$ cat config.mk
export PLATFORM = sky130hd
export DESIGN_NAME = dllp_rx_decoder
export DESIGN_NICKNAME = d
export VERILOG_FILES = /design/src/rtl/pcie_dllp_pkg.sv /design/src/rtl/dllp_crc16.sv /design/src/rtl/dllp_rx_decoder.sv
export SDC_FILE = /design/constraint.sdc
export NUM_CORES = 1
export LEC_CHECK = 0
export CAP_MARGIN = 20
export CORE_MARGIN = 2
export CORE_UTILIZATION = 47
export CTS_BUF_LIST = sky130_fd_sc_hd__clkbuf_2
export DETAILED_ROUTE_END_ITERATION = 12
export PLACE_DENSITY = 0.85
export SYNTH_ARGS = -nofsm -noshare
export SYNTH_HDL_FRONTEND = slang
export SYNTH_SLANG_ARGS = --single-unit
$ cat constraint.sdc
create_clock -name clk_i -period 1.9 [get_ports clk_i]
set_clock_uncertainty 0.1 [all_clocks]
set_input_delay 0.38 -clock clk_i [delete_from_list [all_inputs] [get_ports clk_i]]
set_output_delay 0.38 -clock clk_i [all_outputs]
set_load 0.01 [all_outputs]
$ cat src/rtl/pcie_dllp_pkg.sv
// pcie_dllp_pkg: DLLP type encodings, flow-control enums and CRC constants shared by
// the DLLP receive decoder and transmit generator.
package pcie_dllp_pkg;

    localparam logic [7:0] DLLP_ACK          = 8'h00;
    localparam logic [7:0] DLLP_NAK          = 8'h10;
    localparam logic [7:0] DLLP_PM_ENTER_L1  = 8'h20;
    localparam logic [7:0] DLLP_PM_ENTER_L23 = 8'h21;
    localparam logic [7:0] DLLP_PM_AS_REQ_L1 = 8'h23;
    localparam logic [7:0] DLLP_PM_REQ_ACK   = 8'h24;
    localparam logic [7:0] DLLP_VENDOR       = 8'h30;
    // FC encodings are listed with VC 0; the low three bits carry the VC ID.
    localparam logic [7:0] DLLP_INITFC1_P    = 8'h40;
    localparam logic [7:0] DLLP_INITFC1_NP   = 8'h50;
    localparam logic [7:0] DLLP_INITFC1_CPL  = 8'h60;
    localparam logic [7:0] DLLP_INITFC2_P    = 8'hC0;
    localparam logic [7:0] DLLP_INITFC2_NP   = 8'hD0;
    localparam logic [7:0] DLLP_INITFC2_CPL  = 8'hE0;
    localparam logic [7:0] DLLP_UPDATEFC_P   = 8'h80;
    localparam logic [7:0] DLLP_UPDATEFC_NP  = 8'h90;
    localparam logic [7:0] DLLP_UPDATEFC_CPL = 8'hA0;

    localparam logic [15:0] DLLP_CRC_POLY = 16'h100B;
    localparam logic [15:0] DLLP_CRC_SEED = 16'hFFFF;

    typedef enum logic [1:0] {
        FC_INIT1  = 2'd0,
        FC_INIT2  = 2'd1,
        FC_UPDATE = 2'd2
    } fc_type_e;

    typedef enum logic [1:0] {
        FC_P   = 2'd0,
        FC_NP  = 2'd1,
        FC_CPL = 2'd2
    } fc_class_e;

    typedef struct packed {
        logic      valid;
        fc_type_e  kind;
        fc_class_e cls;
    } fc_dec_t;

    // Class lives in type bits [5:4] for all three FC families (P=00, NP=01, Cpl=10).
    function automatic fc_dec_t decode_fc(input logic [7:0] t);
        fc_dec_t d;
        d.valid = 1'b1;
        d.kind  = FC_INIT1;
        d.cls   = fc_class_e'(t[5:4]);
        case ({t[7:3], 3'b000})
            DLLP_INITFC1_P, DLLP_INITFC1_NP, DLLP_INITFC1_CPL:    d.kind = FC_INIT1;
            DLLP_INITFC2_P, DLLP_INITFC2_NP, DLLP_INITFC2_CPL:    d.kind = FC_INIT2;
            DLLP_UPDATEFC_P, DLLP_UPDATEFC_NP, DLLP_UPDATEFC_CPL: d.kind = FC_UPDATE;
            default:                                              d.valid = 1'b0;
        endcase
        return d;
    endfunction

endpackage

$ cat src/rtl/dllp_crc16.sv
// dllp_crc16: combinational PCIe DLLP CRC over DLLP bytes 0..3, returned in wire order
// (crc[7:0] = byte 4, crc[15:8] = byte 5).
module dllp_crc16
    import pcie_dllp_pkg::*;
(
    input  logic [31:0] data,
    output logic [15:0] crc
);

    logic [15:0] lfsr;

    // Bytes enter LSB first, byte 0 first, which is simply data bit 0 upward.
    always_comb begin
        lfsr = DLLP_CRC_SEED;
        for (int i = 0; i < 32; i++) begin
            if (lfsr[15] ^ data[i]) begin
                lfsr = {lfsr[14:0], 1'b0} ^ DLLP_CRC_POLY;
            end else begin
                lfsr = {lfsr[14:0], 1'b0};
            end
        end
    end

    // Complemented remainder goes out bit-reversed: byte 4 bit 0 carries remainder bit 15.
    always_comb begin
        for (int j = 0; j < 16; j++) begin
            crc[j] = ~lfsr[15 - j];
        end
    end

endmodule

$ cat src/rtl/dllp_rx_decoder.sv
// dllp_rx_decoder: reassembles two-beat DLLPs, checks CRC and emits one-cycle Ack/Nak, FC and
// PM strobes. CRC checking is built only when DLLP_RX_CRC_CHECK_EN is defined.
module dllp_rx_decoder
    import pcie_dllp_pkg::*;
#(
    parameter int DATA_WIDTH = 32,
    parameter int KEEP_WIDTH = DATA_WIDTH / 8,
    parameter int USER_WIDTH = 4
) (
    input  logic                  clk_i,
    input  logic                  rst_n_i,
    input  logic                  phy_link_up_i,
    input  logic [DATA_WIDTH-1:0] s_dllp_axis_tdata,
    input  logic [KEEP_WIDTH-1:0] s_dllp_axis_tkeep,
    input  logic                  s_dllp_axis_tvalid,
    input  logic                  s_dllp_axis_tlast,
    input  logic [USER_WIDTH-1:0] s_dllp_axis_tuser,
    output logic                  s_dllp_axis_tready,
    output logic                  ack_nak_valid_o,
    output logic                  ack_o,
    output logic [11:0]           ack_nak_seq_o,
    output logic                  fc_valid_o,
    output logic [1:0]            fc_type_o,
    output logic [1:0]            fc_class_o,
    output logic [2:0]            fc_vc_o,
    output logic [7:0]            fc_hdr_o,
    output logic [11:0]           fc_data_o,
    output logic                  pm_valid_o,
    output logic [7:0]            pm_type_o,
    output logic                  crc_err_o,
    output logic                  malformed_o
);

    typedef enum logic [1:0] {
        ST_IDLE,
        ST_BEAT1,
        ST_DROP
    } state_e;

    state_e                state_q, state_d;
    logic [DATA_WIDTH-1:0] beat0_q;
    logic                  hs;
    logic                  capture, eval_en, frame_err;
    logic                  crc_ok;
    logic [15:0]           crc_calc;
    logic [7:0]            type_b;
    fc_dec_t               fc_dec;
    logic                  is_ack_nak, is_pm, is_vendor;
    logic                  ev_ack_nak, ev_fc, ev_pm, ev_crc_err, ev_malformed;
    logic                  unused_bits;

    assign s_dllp_axis_tready = rst_n_i & phy_link_up_i;
    assign hs                 = s_dllp_axis_tvalid & s_dllp_axis_tready;

    always_ff @(posedge clk_i) begin
        // NOTE: sequential state uses non-blocking assignments so every flop samples pre-edge values.
        if (!rst_n_i) begin
            state_q <= ST_IDLE;
            beat0_q <= '0;
        end else begin
            state_q <= state_d;
            if (capture) beat0_q <= s_dllp_axis_tdata;
        end
    end

    always_comb begin
        // NOTE: defaults first so no path through this block leaves a signal unassigned (no latch).
        state_d   = state_q;
        capture   = 1'b0;
        eval_en   = 1'b0;
        frame_err = 1'b0;
        if (!phy_link_up_i) begin
            state_d = ST_IDLE;
        end else if (hs) begin
            case (state_q)
                ST_IDLE: begin
                    if (s_dllp_axis_tuser[0]) begin
                        if (s_dllp_axis_tlast) begin
                            frame_err = 1'b1;
                        end else begin
                            capture = 1'b1;
                            state_d = ST_BEAT1;
                        end
                    end else if (!s_dllp_axis_tlast) begin
                        state_d = ST_DROP;
                    end
                end
                ST_BEAT1: begin
                    if (s_dllp_axis_tlast) begin
                        state_d = ST_IDLE;
                        if (s_dllp_axis_tkeep[1:0] == 2'b11) eval_en   = 1'b1;
                        else                                 frame_err = 1'b1;
                    end else begin
                        frame_err = 1'b1;
                        state_d   = ST_DROP;
                    end
                end
                ST_DROP: begin
                    if (s_dllp_axis_tlast) state_d = ST_IDLE;
                end
                default: state_d = ST_IDLE;
            endcase
        end
    end

    // Always instantiated; with checking disabled its output has no load and is pruned.
    dllp_crc16 u_crc (
        .data (beat0_q[31:0]),
        .crc  (crc_calc)
    );

`ifdef DLLP_RX_CRC_CHECK_EN
    assign crc_ok      = (crc_calc == s_dllp_axis_tdata[15:0]);
    assign unused_bits = ^{s_dllp_axis_tuser[USER_WIDTH-1:1], s_dllp_axis_tkeep[KEEP_WIDTH-1:2]};
`else
    assign crc_ok      = 1'b1;
    assign unused_bits = ^{s_dllp_axis_tuser[USER_WIDTH-1:1], s_dllp_axis_tkeep[KEEP_WIDTH-1:2],
                           crc_calc};
`endif

    assign type_b     = beat0_q[7:0];
    assign fc_dec     = decode_fc(type_b);
    assign is_ack_nak = (type_b == DLLP_ACK) || (type_b == DLLP_NAK);
    assign is_pm      = type_b inside {DLLP_PM_ENTER_L1, DLLP_PM_ENTER_L23,
                                       DLLP_PM_AS_REQ_L1, DLLP_PM_REQ_ACK};
    assign is_vendor  = (type_b == DLLP_VENDOR);

    // Priority chain guarantees at most one strobe per evaluated DLLP.
    always_comb begin
        ev_ack_nak   = 1'b0;
        ev_fc        = 1'b0;
        ev_pm        = 1'b0;
        ev_crc_err   = 1'b0;
        ev_malformed = frame_err;
        if (eval_en) begin
            if (!crc_ok)            ev_crc_err   = 1'b1;
            else if (is_ack_nak)    ev_ack_nak   = 1'b1;
            else if (fc_dec.valid)  ev_fc        = 1'b1;
            else if (is_pm)         ev_pm        = 1'b1;
            else if (!is_vendor)    ev_malformed = 1'b1;
        end
    end

    always_ff @(posedge clk_i) begin
        if (!rst_n_i) begin
            ack_nak_valid_o <= 1'b0;
            ack_o           <= 1'b0;
            ack_nak_seq_o   <= '0;
            fc_valid_o      <= 1'b0;
            fc_type_o       <= '0;
            fc_class_o      <= '0;
            fc_vc_o         <= '0;
            fc_hdr_o        <= '0;
            fc_data_o       <= '0;
            pm_valid_o      <= 1'b0;
            pm_type_o       <= '0;
            crc_err_o       <= 1'b0;
            malformed_o     <= 1'b0;
        end else begin
            ack_nak_valid_o <= ev_ack_nak;
            fc_valid_o      <= ev_fc;
            pm_valid_o      <= ev_pm;
            crc_err_o       <= ev_crc_err;
            malformed_o     <= ev_malformed;
            if (ev_ack_nak) begin
                ack_o         <= (type_b == DLLP_ACK);
                ack_nak_seq_o <= {beat0_q[19:16], beat0_q[31:24]};
            end
            if (ev_fc) begin
                fc_type_o  <= fc_dec.kind;
                fc_class_o <= fc_dec.cls;
                fc_vc_o    <= type_b[2:0];
                fc_hdr_o   <= {beat0_q[13:8], beat0_q[23:22]};
                fc_data_o  <= {beat0_q[19:16], beat0_q[31:24]};
            end
            if (ev_pm) pm_type_o <= type_b;
        end
    end

endmodule
==> metrics.md, run 1 <==
| Metric | Value |
|---|---|
| Reg2reg start | state_q[1] |
| Critical path endpoint category | register |
| Fin. Hold Viols | 0 |
| Core area | 0.00631 mm² |
| Maxcap violations | 0 |
| Run status | finished clean |
| Area of placed instances | 0.00414 mm² |
| Via count of the first global-routing pass | 2577 |
| Post-DRT Antenna Nets | 0 |
| Mapped Avg Cell Area | 8.40 µm² |
| Net Count, Synth | 409 |
| RSZ-0062 raised after global routing | no |
| Final Hold Slack | 0.225 ns |
| Tmin final | around 1.8 ns |
| FMAX | 0.560 GHz |
| Class of the worst hold path | in -> reg |
| GR Overflow Total | 0 |
| GP Congestion | 0.846 |
| Total power draw | around 0.0029 W |
| Hold Startpoint | rst_n_i |
| Register area share after synthesis | 0.537 |
| Number of nets in the layout | just over 500 |
| Fin area | between 0.004 and 0.005 mm² |
| Critical R2R Capture | fc_data_o[3] |
| Cells after DPL | 526 |
| Area of the die | 0.00716 mm² |
| Syn-to-layout area delta | 42.1% |
| First drt pass iteration count | 4 |
| Mapped Area | ~0.0031 mm² |
| Initial DRC Count | 112 |
| WP data arrival | 2.12 ns |
| Clk root buf | clkbuf_2 |
| H-tree depth | 3 |
| Number of synthesized register bits | 82 |
| Die height | 84.6 µm |
| Top-level port count | 99 |
| Tcrit/Tclk final | 0.939 |
| Pin count of the biggest net entering global routing | 49 |
| CTS buffer count | 9 |
| Layout Cells excl Fill | 547 |
| Residual DRC | 0 |
| # port buffers | approximately 90 |
| Via count | between 2000 and 3000 |
| Post-Syn Instances | about 360 |
| Drt via density | between 5 and 6 |
| Yosys warning count | 0 |
| Hold_buf cts | 0 |
| WS Path Type | reg -> reg |
| Die W | 84.6 µm |
| Post-Route WL | approximately 7.3 mm |
| Setup Viol. Count Final | 0 |
| Post-Route Utilization | 0.688 |
| Worst r2r path cells | 8 |
| Clock Path Buffers | 2 |
| First-pass GRT wire length | 11.8 mm |
| Lkg Pwr | 1.95 nW |
| DP Wirelength | around 5.0 mm |
| Reg clk slew, reported paths | about 0.21 ns |
| CP required | 2.24 ns |
| Insertion delay to the later sink of the worst-skew pair | 0.53 ns |
| CTS tree | yes |
| WHS Endpoint | state_q[0] |
| Clock Sinks | 82 |
| Hold depth | 5 |
| PwrDens | a little under 700 mW/mm² |
| Crit path launch type | register |
| Starting Density | 0.484 |
| Tot GR Track Use | 0.206 |
| Reg2Reg Setup Slack | 0.12 ns |
| Final Slew Violations | 0 |
| Maximum vdd drop | 438 µV |
| Post-synth cell types | 30 |
| DR WL/cell | about 13 µm |
| N_diodes | 0 |
| Worst-path fanout max | 12 |
| Share of post-route cells with drive strength above 1 | 0.198 |
| Antenna violations before repair | 0 |
| Row cnt | 29 |
power by group:
part / internal, W / leakage (nW) / switching [W]
combinational: 0.000102 / 1.19 / 0.0000660
clock: 0.000432 / 0.0779 / 0.000597
sequential: 0.00173 / 0.684 / 0.00000625
cells in the final DEF, fill, tap and decap left out, types with 2 or more instances in the layout:
| master | instances |
|---|---|
| nand2_1 | 132 |
| dfxtp_2 | 44 |
| dlygate4sd2_1 | 44 |
| a21boi_0 | 42 |
| dfxtp_1 | 38 |
| clkdlybuf4s50_1 | 34 |
| buf_4 | 20 |
| o21ai_0 | 16 |
| a21oi_1 | 12 |
| nand3_1 | 12 |
| clkbuf_2 | 9 |
| dlymetal6s2s_1 | 9 |
| a21boi_1 | 8 |
| and3_1 | 5 |
| nor2_1 | 5 |
| buf_12 | 5 |
| a211oi_1 | 3 |
| inv_1 | 2 |
| nor2b_1 | 2 |
| clkinv_4 | 2 |
| nand3b_1 | 2 |
| nand2b_1 | 2 |
| or3_1 | 2 |
| a21o_1 | 2 |
| clkinvlp_4 | 2 |
| clkinv_2 | 2 |
| bufinv_16 | 2 |
critical path, stage by stage (launching register included):
cell,delay (ns)
dfxtp_2,0.38
and4b_1,0.29
nand3_2,0.09
buf_4,0.16
or2_1,0.23
inv_2,0.11
buf_12,0.14
nand2_1,0.06
a21boi_0,0.16
metrics by stage:
stage	TNS, ns	worst slack [ns]
floorplan	0	0.141
global placement	-16.51	-0.360
detailed placement	-19.21	-0.421
CTS	0	0.00123
global route	0	0.00261
finish	0	0.116
worst max path at each step:
stage                            start  slack, ns  cells past startpoint                to
floorplan                      rst_n_i       0.14                      8       beat0_q[10]
global placement    s_dllp_axis_tvalid      -0.36                      5      pm_type_o[4]
detailed placement  s_dllp_axis_tvalid      -0.42                      7      pm_type_o[1]
CTS                   ack_nak_seq_o[3]      0.001                      1  ack_nak_seq_o[3]
global route                state_q[1]      0.003                      8      fc_data_o[4]
finish                      state_q[1]       0.12                      8      fc_data_o[3]
layer usage:
| metal | routed length, µm | up-vias | track usage |
|---|---|---|---|
| li1 | - | 1399 | - |
| met4 | 206 | 0 | 0.107 |
| met3 | 439 | 19 | 0.0403 |
| met5 | 0 | - | 0 |
| met1 | 3180 | 1264 | 0.266 |
| met2 | 3520 | 94 | 0.329 |
cells by family (layout without fill, tap and decap cells):
family,after synthesis,count (layout),synth area share
AOI/OAI and AO/OA,84,84,0.184
buffers and inverters,28,134,0.0426
DFF,82,82,0.537
other,1,1,0.00123
and+or+nand+nor,169,169,0.235
sequential cells by signal, summed over array words and instances, names as in the netlist:
register and cells:
fc_type_o 2, fc_hdr_o 8, fc_valid_o 1, ack_o 1, pm_type_o 8, ack_nak_valid_o 1, state_q 2, fc_data_o 12
pm_valid_o 1, beat0_q 28, malformed_o 1, ack_nak_seq_o 12, fc_vc_o 3, fc_class_o 2
cell type report:
type,instances,area (µm²)
fill,537,1970
timing repair buffer,113,1090
multi-input combinational,254,1290
clock inverter,7,93.8
clock buffer,9,45.0
inverter,5,23.8
sequential,82,1700
tap,77,96.3
cell usage after synthesis:
cell type / number / area share
a211oi_1: 3 / 0.0074
a21boi_0: 44 / 0.11
a21boi_1: 6 / 0.015
a21o_1: 2 / 0.0049
a21oi_1: 12 / 0.020
a41o_1: 1 / 0.0033
and3_1: 5 / 0.010
and4b_1: 1 / 0.0033
buf_2: 7 / 0.011
buf_4: 3 / 0.0074
clkbuf_1: 13 / 0.016
clkinv_1: 1 / 0.0012
clkinv_4: 1 / 0.0029
conb_1: 1 / 0.0012
dfxtp_1: 82 / 0.54
inv_1: 2 / 0.0025
inv_2: 1 / 0.0012
nand2_1: 132 / 0.16
nand2b_1: 2 / 0.0041
nand3_1: 12 / 0.020
nand3_2: 1 / 0.0033
nand3b_1: 2 / 0.0049
nor2_1: 5 / 0.0061
nor2b_1: 2 / 0.0041
nor3_2: 2 / 0.0065
o21ai_0: 16 / 0.026
or2_1: 1 / 0.0020
or2_2: 1 / 0.0020
or3_1: 2 / 0.0041
or4_1: 1 / 0.0025
what timing repair did:
| action | CTS | global route |
|---|---|---|
| resized for setup | 85 | 15 |
| endpoints found under the setup margin | 50 | 15 |
| setup buffers | 4 | 1 |
No activity file was read; power rests on OpenSTA's default activity.
==> inputs of run 2 (changes only) <==
- RECOVER_POWER: not set -> 50
==> metrics.md, run 2 (synthesis gave the netlist of run 1 again) <==
| Metric | Value |
|---|---|
| CP max-delay cell | dfxtp_2 |
| Fin. Hold Viols | 0 (unchanged) |
| Routing usage on met3 | 0.0403 (unchanged) |
| Reg2reg start | state_q[1] |
| FMAX | 0.559 GHz (-0.28%) |
| Critical Path, Cell by Cell | and4b_1 > nand3_2 > buf_4 > or2_1 > inv_2 > buf_12 > nand2_1 > a21boi_0 |
| Die height | 84.6 µm (unchanged) |
| Crit path largest cell delay | 0.38 ns (about the same) |
| WS Path Type | reg -> reg |
| First drt pass iteration count | 4 (unchanged) |
| Reg2Reg Setup Slack | 0.11 ns (about the same) |
| Core area | 0.00631 mm² (unchanged) |
| Die W | 84.6 µm (unchanged) |
| Post-Route Utilization | 0.679 (-0.00951) |
| RSZ-0062 raised after global routing | no |
| Layout Cells excl Fill | 547 (unchanged) |
| Maximum vdd drop | 437 µV (-0.22%) |
| PwrDens | 684 mW/mm² (+1.4%) |
| Final Hold Slack | 0.221 ns (-0.00305 ns) |
| Worst rel slew slack | 0.624 |
| Tot GR Track Use | 0.206 (unchanged) |
| Number of nets in the layout | 510 (unchanged) |
| Reg clk slew, reported paths | 0.22 ns (about the same) |
| Worst r2r path cells | 8 (unchanged) |
| Top reg by flops | beat0_q |
| Met2 usage | 0.329 (unchanged) |
| CP required | 2.24 ns (about the same) |
| Lkg Pwr | 1.88 nW (-3.3%) |
| Crit. Startpoint | state_q[1] |
| CTS tree | yes |
| WP data arrival | 2.13 ns (about the same) |
| Class of the worst hold path | in -> reg |
| H-tree depth | 3 (unchanged) |
| GR Overflow Total | 0 (unchanged) |
| Final Slew Violations | 0 (unchanged) |
| Commonest non-fill, non-tap cell in the layout | nand2_1 |
| Top-level port count | 99 (unchanged) |
| Largest register FFs | 28 (unchanged) |
| Insertion delay to the later sink of the worst-skew pair | 0.53 ns (about the same) |
| Antenna violations before repair | 0 (unchanged) |
| First-pass GRT wire length | 11.8 mm (unchanged) |
| Syn-to-layout area delta | 40.2% |
| CP endpoint | fc_data_o[3] |
| Drt via density | 5.07 (unchanged) |
| Via count | 2776 (unchanged) |
| N_diodes | 0 (unchanged) |
| Clk root buf | clkbuf_2 |
| Run status | finished clean |
| Global route hottest layer | met2 |
| DP Wirelength | 5.02 mm (unchanged) |
| Critical path endpoint category | register |
| Fillers | 550 (+2.4%) |
| Tmin final | 1.79 ns (+0.00500 ns) |
| Maxcap violations | 0 (unchanged) |
| Initial DRC Count | 114 (+1.8%) |
| Pin count of the biggest net entering global routing | 49 (unchanged) |
| DR WL/cell | 13.4 µm (about the same) |
| Area of the die | 0.00716 mm² (unchanged) |
| Met1 GRT Util | 0.266 (unchanged) |
| Commonest cells after routing, fill and taps aside | 132 x nand2_1, 67 x dfxtp_1, 44 x dlygate4sd2_1 |
| # port buffers | 88 (unchanged) |
| Worst-margin pin slew | ~0.56 ns |
| Total power draw | 0.00293 W (about the same) |
| Critical R2R Capture | fc_data_o[3] |
| Tcrit/Tclk final | 0.942 (+0.00263) |
| Biggest regs | beat0_q x28, ack_nak_seq_o x12, fc_data_o x12 |
| CTS buffer count | 9 (unchanged) |
| Clock Path Buffers | 2 (unchanged) |
| Hold_buf cts | 0 (unchanged) |
| Via count of the first global-routing pass | 2577 (unchanged) |
| Residual DRC | 0 (unchanged) |
| Worst-path fanout max | 12 (unchanged) |
| Crit path launch type | register |
| Share of post-route cells with drive strength above 1 | 0.134 (-0.0638) |
| Clock Sinks | 82 (unchanged) |
| Post-Route Setup TNS | 0 ns (unchanged) |
| Starting Density | 0.484 (unchanged) |
| Row cnt | 29 (unchanged) |
| Cells after DPL | 526 (unchanged) |
| Post-Route WL | 7.34 mm (about the same) |
| Post-DRT Antenna Nets | 0 (unchanged) |
| Setup Viol. Count Final | 0 (unchanged) |
| GP Congestion | 0.846 (unchanged) |
## run 2: final cells by class
cell class              instances  area (µm²)  area share
multi-input cells             254        1290       0.302
repair buffers                113        1070       0.250
clock inverters                 7        93.8      0.0219
flip-flops and latches         82        1660       0.388
clock buffers                   9        45.0      0.0105
inverters                       5        23.8     0.00555
well taps                      77        96.3      0.0225
## run 2: timing repair
item / CTS / global route
hold endpoints to repair: 0 / 0
setup buffers: 4 / 1
resized for setup: 85 / 15
gates cloned: 0 / 0
endpoints found under the setup margin: 50 / 15
## run 2: worst min-delay path by stage
stage,start,end,cells past startpoint
2_1_floorplan,beat0_q[22],fc_hdr_o[0],2
3_3_place_gp,beat0_q[11],fc_hdr_o[5],2
3_5_place_dp,pm_type_o[0],pm_type_o[0],2
4_1_cts,rst_n_i,state_q[0],5
5_1_grt,rst_n_i,state_q[0],5
6_report,rst_n_i,state_q[0],5
## run 2: routing by layer
metal | wire length, µm | part of all wire
met5 | 0 | 0
met1 | 3200 | 0.44
met2 | 3520 | 0.48
met3 | 414 | 0.056
met4 | 206 | 0.028
## run 2: power breakdown
group | internal, W | leakage (nW) | switching (W) | total, W
registers | 0.00173 | 0.668 | 0.00000627 | 0.00174
logic | 0.0000999 | 1.14 | 0.0000656 | 0.000165
clock network | 0.000432 | 0.0779 | 0.000596 | 0.00103
total | 0.00226 | 1.88 | 0.000668 | 0.00293
## run 2: critical path, delay by kind of cell (launching register included)
kind                   cells  cell delay (ns)
AO/OA/AOI/OAI              1             0.16
buffers and inverters      3             0.41
flip-flops                 1             0.38
AND/OR/NAND/NOR            4             0.68
## run 2: stage by stage
stage	cell area (µm²)	worst slack, ns
final	4280	0.111
after global routing	4280	0.00680
after CTS	4310	0.00123
after detailed placement	4140	-0.421
after global placement	4140	-0.360
after floorplan	3060	0.141
==> inputs of run 3 (changes only) <==
- CORE_UTILIZATION: 47 -> 45
- PLACE_DENSITY: 0.85 -> 0.82
==> metrics.md, run 3 (synthesis gave the netlist of run 1 again) <==
| Metric | Value |
|---|---|
| Run status | finished clean |
| Total power draw | 0.00279 W (-4.9%) |
| Clk network pwr share | 0.319 (-0.032) |
| WP data arrival | 2.12 ns (about the same) |
| Logic pwr share | 0.058 (+0.002) |
| PnR worst setup slack | 0.118 ns (+0.00694 ns) |
| Flop pwr share | 0.623 (+0.030) |
| Area of the die | 0.00747 mm² (+4.2%) |
| Via count | 2771 (-0.18%) |
| Fillers | 611 (+11%) |
| Share of post-route cells with drive strength above 1 | 0.182 (+0.0480) |
| Residual DRC | 0 (unchanged) |
| Tot GR Track Use | 0.199 (-0.00702) |
| Worst r2r path cells | 6 (-2) |
| CTS buffer count | 9 (unchanged) |
| PwrDens | 657 mW/mm² (-4.0%) |
| DP Wirelength | 4.98 mm (-0.74%) |
| Crit path largest cell delay | 0.51 ns (+0.13 ns) |
| GP Congestion | 0.822 (-2.8%) |
| Maximum vdd drop | 467 µV (+6.9%) |
| Class of the worst hold path | in -> reg |
| Clock Sinks | 82 (unchanged) |
| CP max-delay cell | or4_4 |
| CP required | 2.24 ns (about the same) |
| Maxcap violations | 0 (unchanged) |
| Number of nets in the layout | 507 (-0.59%) |
| Lkg Pwr | 1.80 nW (-4.5%) |
| Core area | 0.00668 mm² (+5.8%) |
| Commonest non-fill, non-tap cell in the layout | nand2_1 |
| Largest register FFs | 28 (unchanged) |
| Die W | 86.4 µm (+2.1%) |
| Fin area | 0.00424 mm² (-0.96%) |
| Commonest cells after routing, fill and taps aside | 132 x nand2_1, 50 x dlygate4sd2_1, 44 x a21boi_0 |
| Setup Viol. Count Final | 0 (unchanged) |
| DR WL/cell | 13.1 µm (-2.2%) |
| GR Overflow Total | 0 (unchanged) |
| Critical Path, Cell by Cell | nor2b_1 > o21ai_0 > or4_4 > clkinv_4 > nand2_1 > a21oi_1 |
| Biggest regs | beat0_q x28, ack_nak_seq_o x12, fc_data_o x12 |
| Hold depth | 4 (-1) |
| Layout Cells excl Fill | 547 (unchanged) |
| Reg2Reg Setup Slack | 0.12 ns (about the same) |
| Insertion delay to the later sink of the worst-skew pair | 0.50 ns (-0.03 ns) |
| Reg clk slew, reported paths | 0.21 ns (about the same) |
| First-pass GRT wire length | 11.8 mm (-0.24%) |
| Area of placed instances | 0.00412 mm² (-0.57%) |
| FMAX | 0.561 GHz (+0.39%) |
| Top-level port count | 99 (unchanged) |
| Die height | 86.4 µm (+2.1%) |
| Post-DRT Antenna Nets | 0 (unchanged) |
| Sw Ratio | 0.237 (+0.00875) |
| Critical path endpoint category | register |
| Crit path launch type | register |
| Hold_buf cts | 0 (unchanged) |
| Tcrit/Tclk final | 0.938 (-0.00365) |
| NetSw | 0.000660 W (-1.3%) |
| Tmin final | 1.78 ns (-0.00694 ns) |
| Syn-to-layout area delta | 38.8% |
| Worst slack, placed | -0.449 ns (-0.0276 ns) |
| WHS Endpoint | state_q[0] |
| Critical R2R Capture | pm_type_o[1] |
| Via count of the first global-routing pass | 2579 (+0.078%) |
| Pin count of the biggest net entering global routing | 58 (+18%) |
| RSZ-0062 raised after global routing | no |
| Fin. Hold Viols | 0 (unchanged) |
| Final Slew Violations | 0 (unchanged) |
| CTS tree | yes |
| Initial DRC Count | 100 (-12%) |
| H-tree depth | 3 (unchanged) |
| WS Path Type | reg -> reg |
| First drt pass iteration count | 4 (unchanged) |
| Worst-path fanout max | 8 (-4) |
| Post-Route Utilization | 0.635 (-0.0435) |
| Reg2reg start | beat0_q[0] |
| Post-Route WL | 7.18 mm (-2.2%) |
| Antenna violations before repair | 0 (unchanged) |
| Drt via density | 5.07 (-0.18%) |
| Row cnt | 30 (+3.4%) |
| N_diodes | 0 (unchanged) |
| Pint | 0.00213 W (-6.0%) |
| Clk root buf | clkbuf_2 |
| Top reg by flops | beat0_q |
| Hold Startpoint | rst_n_i |
| # port buffers | 88 (unchanged) |
| Starting Density | 0.457 (-0.0267) |
| Clock Path Buffers | 2 (unchanged) |
| Cells after DPL | 527 (+0.19%) |
## run 3: metrics by stage
step / hold WS (ns) / setup TNS, ns
5_1_grt: 0.160 / 0
6_report: 0.144 / 0
2_1_floorplan: 0.331 / 0
3_3_place_gp: 0.337 / -13.97
4_1_cts: 0.100 / 0
3_5_place_dp: 0.348 / -17.81
## run 3: critical path: cells and delay by family (launching register included)
kind                   cells  cell delay (ns)
flip-flops                 1             0.48
AND/OR/NAND/NOR            3             0.78
AO/OA/AOI/OAI              2             0.28
buffers and inverters      1             0.09
## run 3: timing repair
item / CTS / global route
buffers inserted: 4 / 0
setup endpoints to repair: 51 / 10
hold endpoints to repair: 0 / 0
gates resized for setup: 93 / 5
## run 3: worst max-delay path by stage
| stage | from | to | slack (ns) |
|---|---|---|---|
| floorplan | rst_n_i | beat0_q[10] | 0.14 |
| global placement | s_dllp_axis_tvalid | pm_type_o[3] | -0.38 |
| detailed placement | s_dllp_axis_tvalid | pm_type_o[1] | -0.45 |
| CTS | ack_nak_valid_o | ack_nak_valid_o | 0.0007 |
| global route | beat0_q[0] | pm_type_o[1] | 0.02 |
| finish | beat0_q[0] | pm_type_o[1] | 0.12 |
## run 3: area by class of cell
class / count / area (µm²) / area share
Multi-Input combinational cell: 254 / 1290 / 0.305
Tap cell: 80 / 100 / 0.0236
Inverter: 5 / 23.8 / 0.00560
Clock buffer: 9 / 45.0 / 0.0106
Clock inverter: 7 / 70.1 / 0.0165
Timing Repair Buffer: 110 / 1010 / 0.239
Sequential cell: 82 / 1690 / 0.399
## run 3: routing by layer
metal  GRT usage  vias up  part of all wire
met5           0        -                 0
met4      0.0923        0             0.023
met3      0.0352       16             0.047
met2       0.349       75              0.50
met1       0.237     1289              0.43
li1            -     1391                 -
## run 3: power by group through the flow
| stage | registers, W | logic (W) | clock network, W |
|---|---|---|---|
| after floorplan | 0.00177 | 0.0000629 | 0 |
| after global placement | 0.00177 | 0.000165 | 0 |
| after detailed placement | 0.00177 | 0.000166 | 0 |
| after CTS | 0.00174 | 0.000166 | 0.000903 |
| after global routing | 0.00174 | 0.000177 | 0.000976 |
| final | 0.00174 | 0.000162 | 0.000888 |
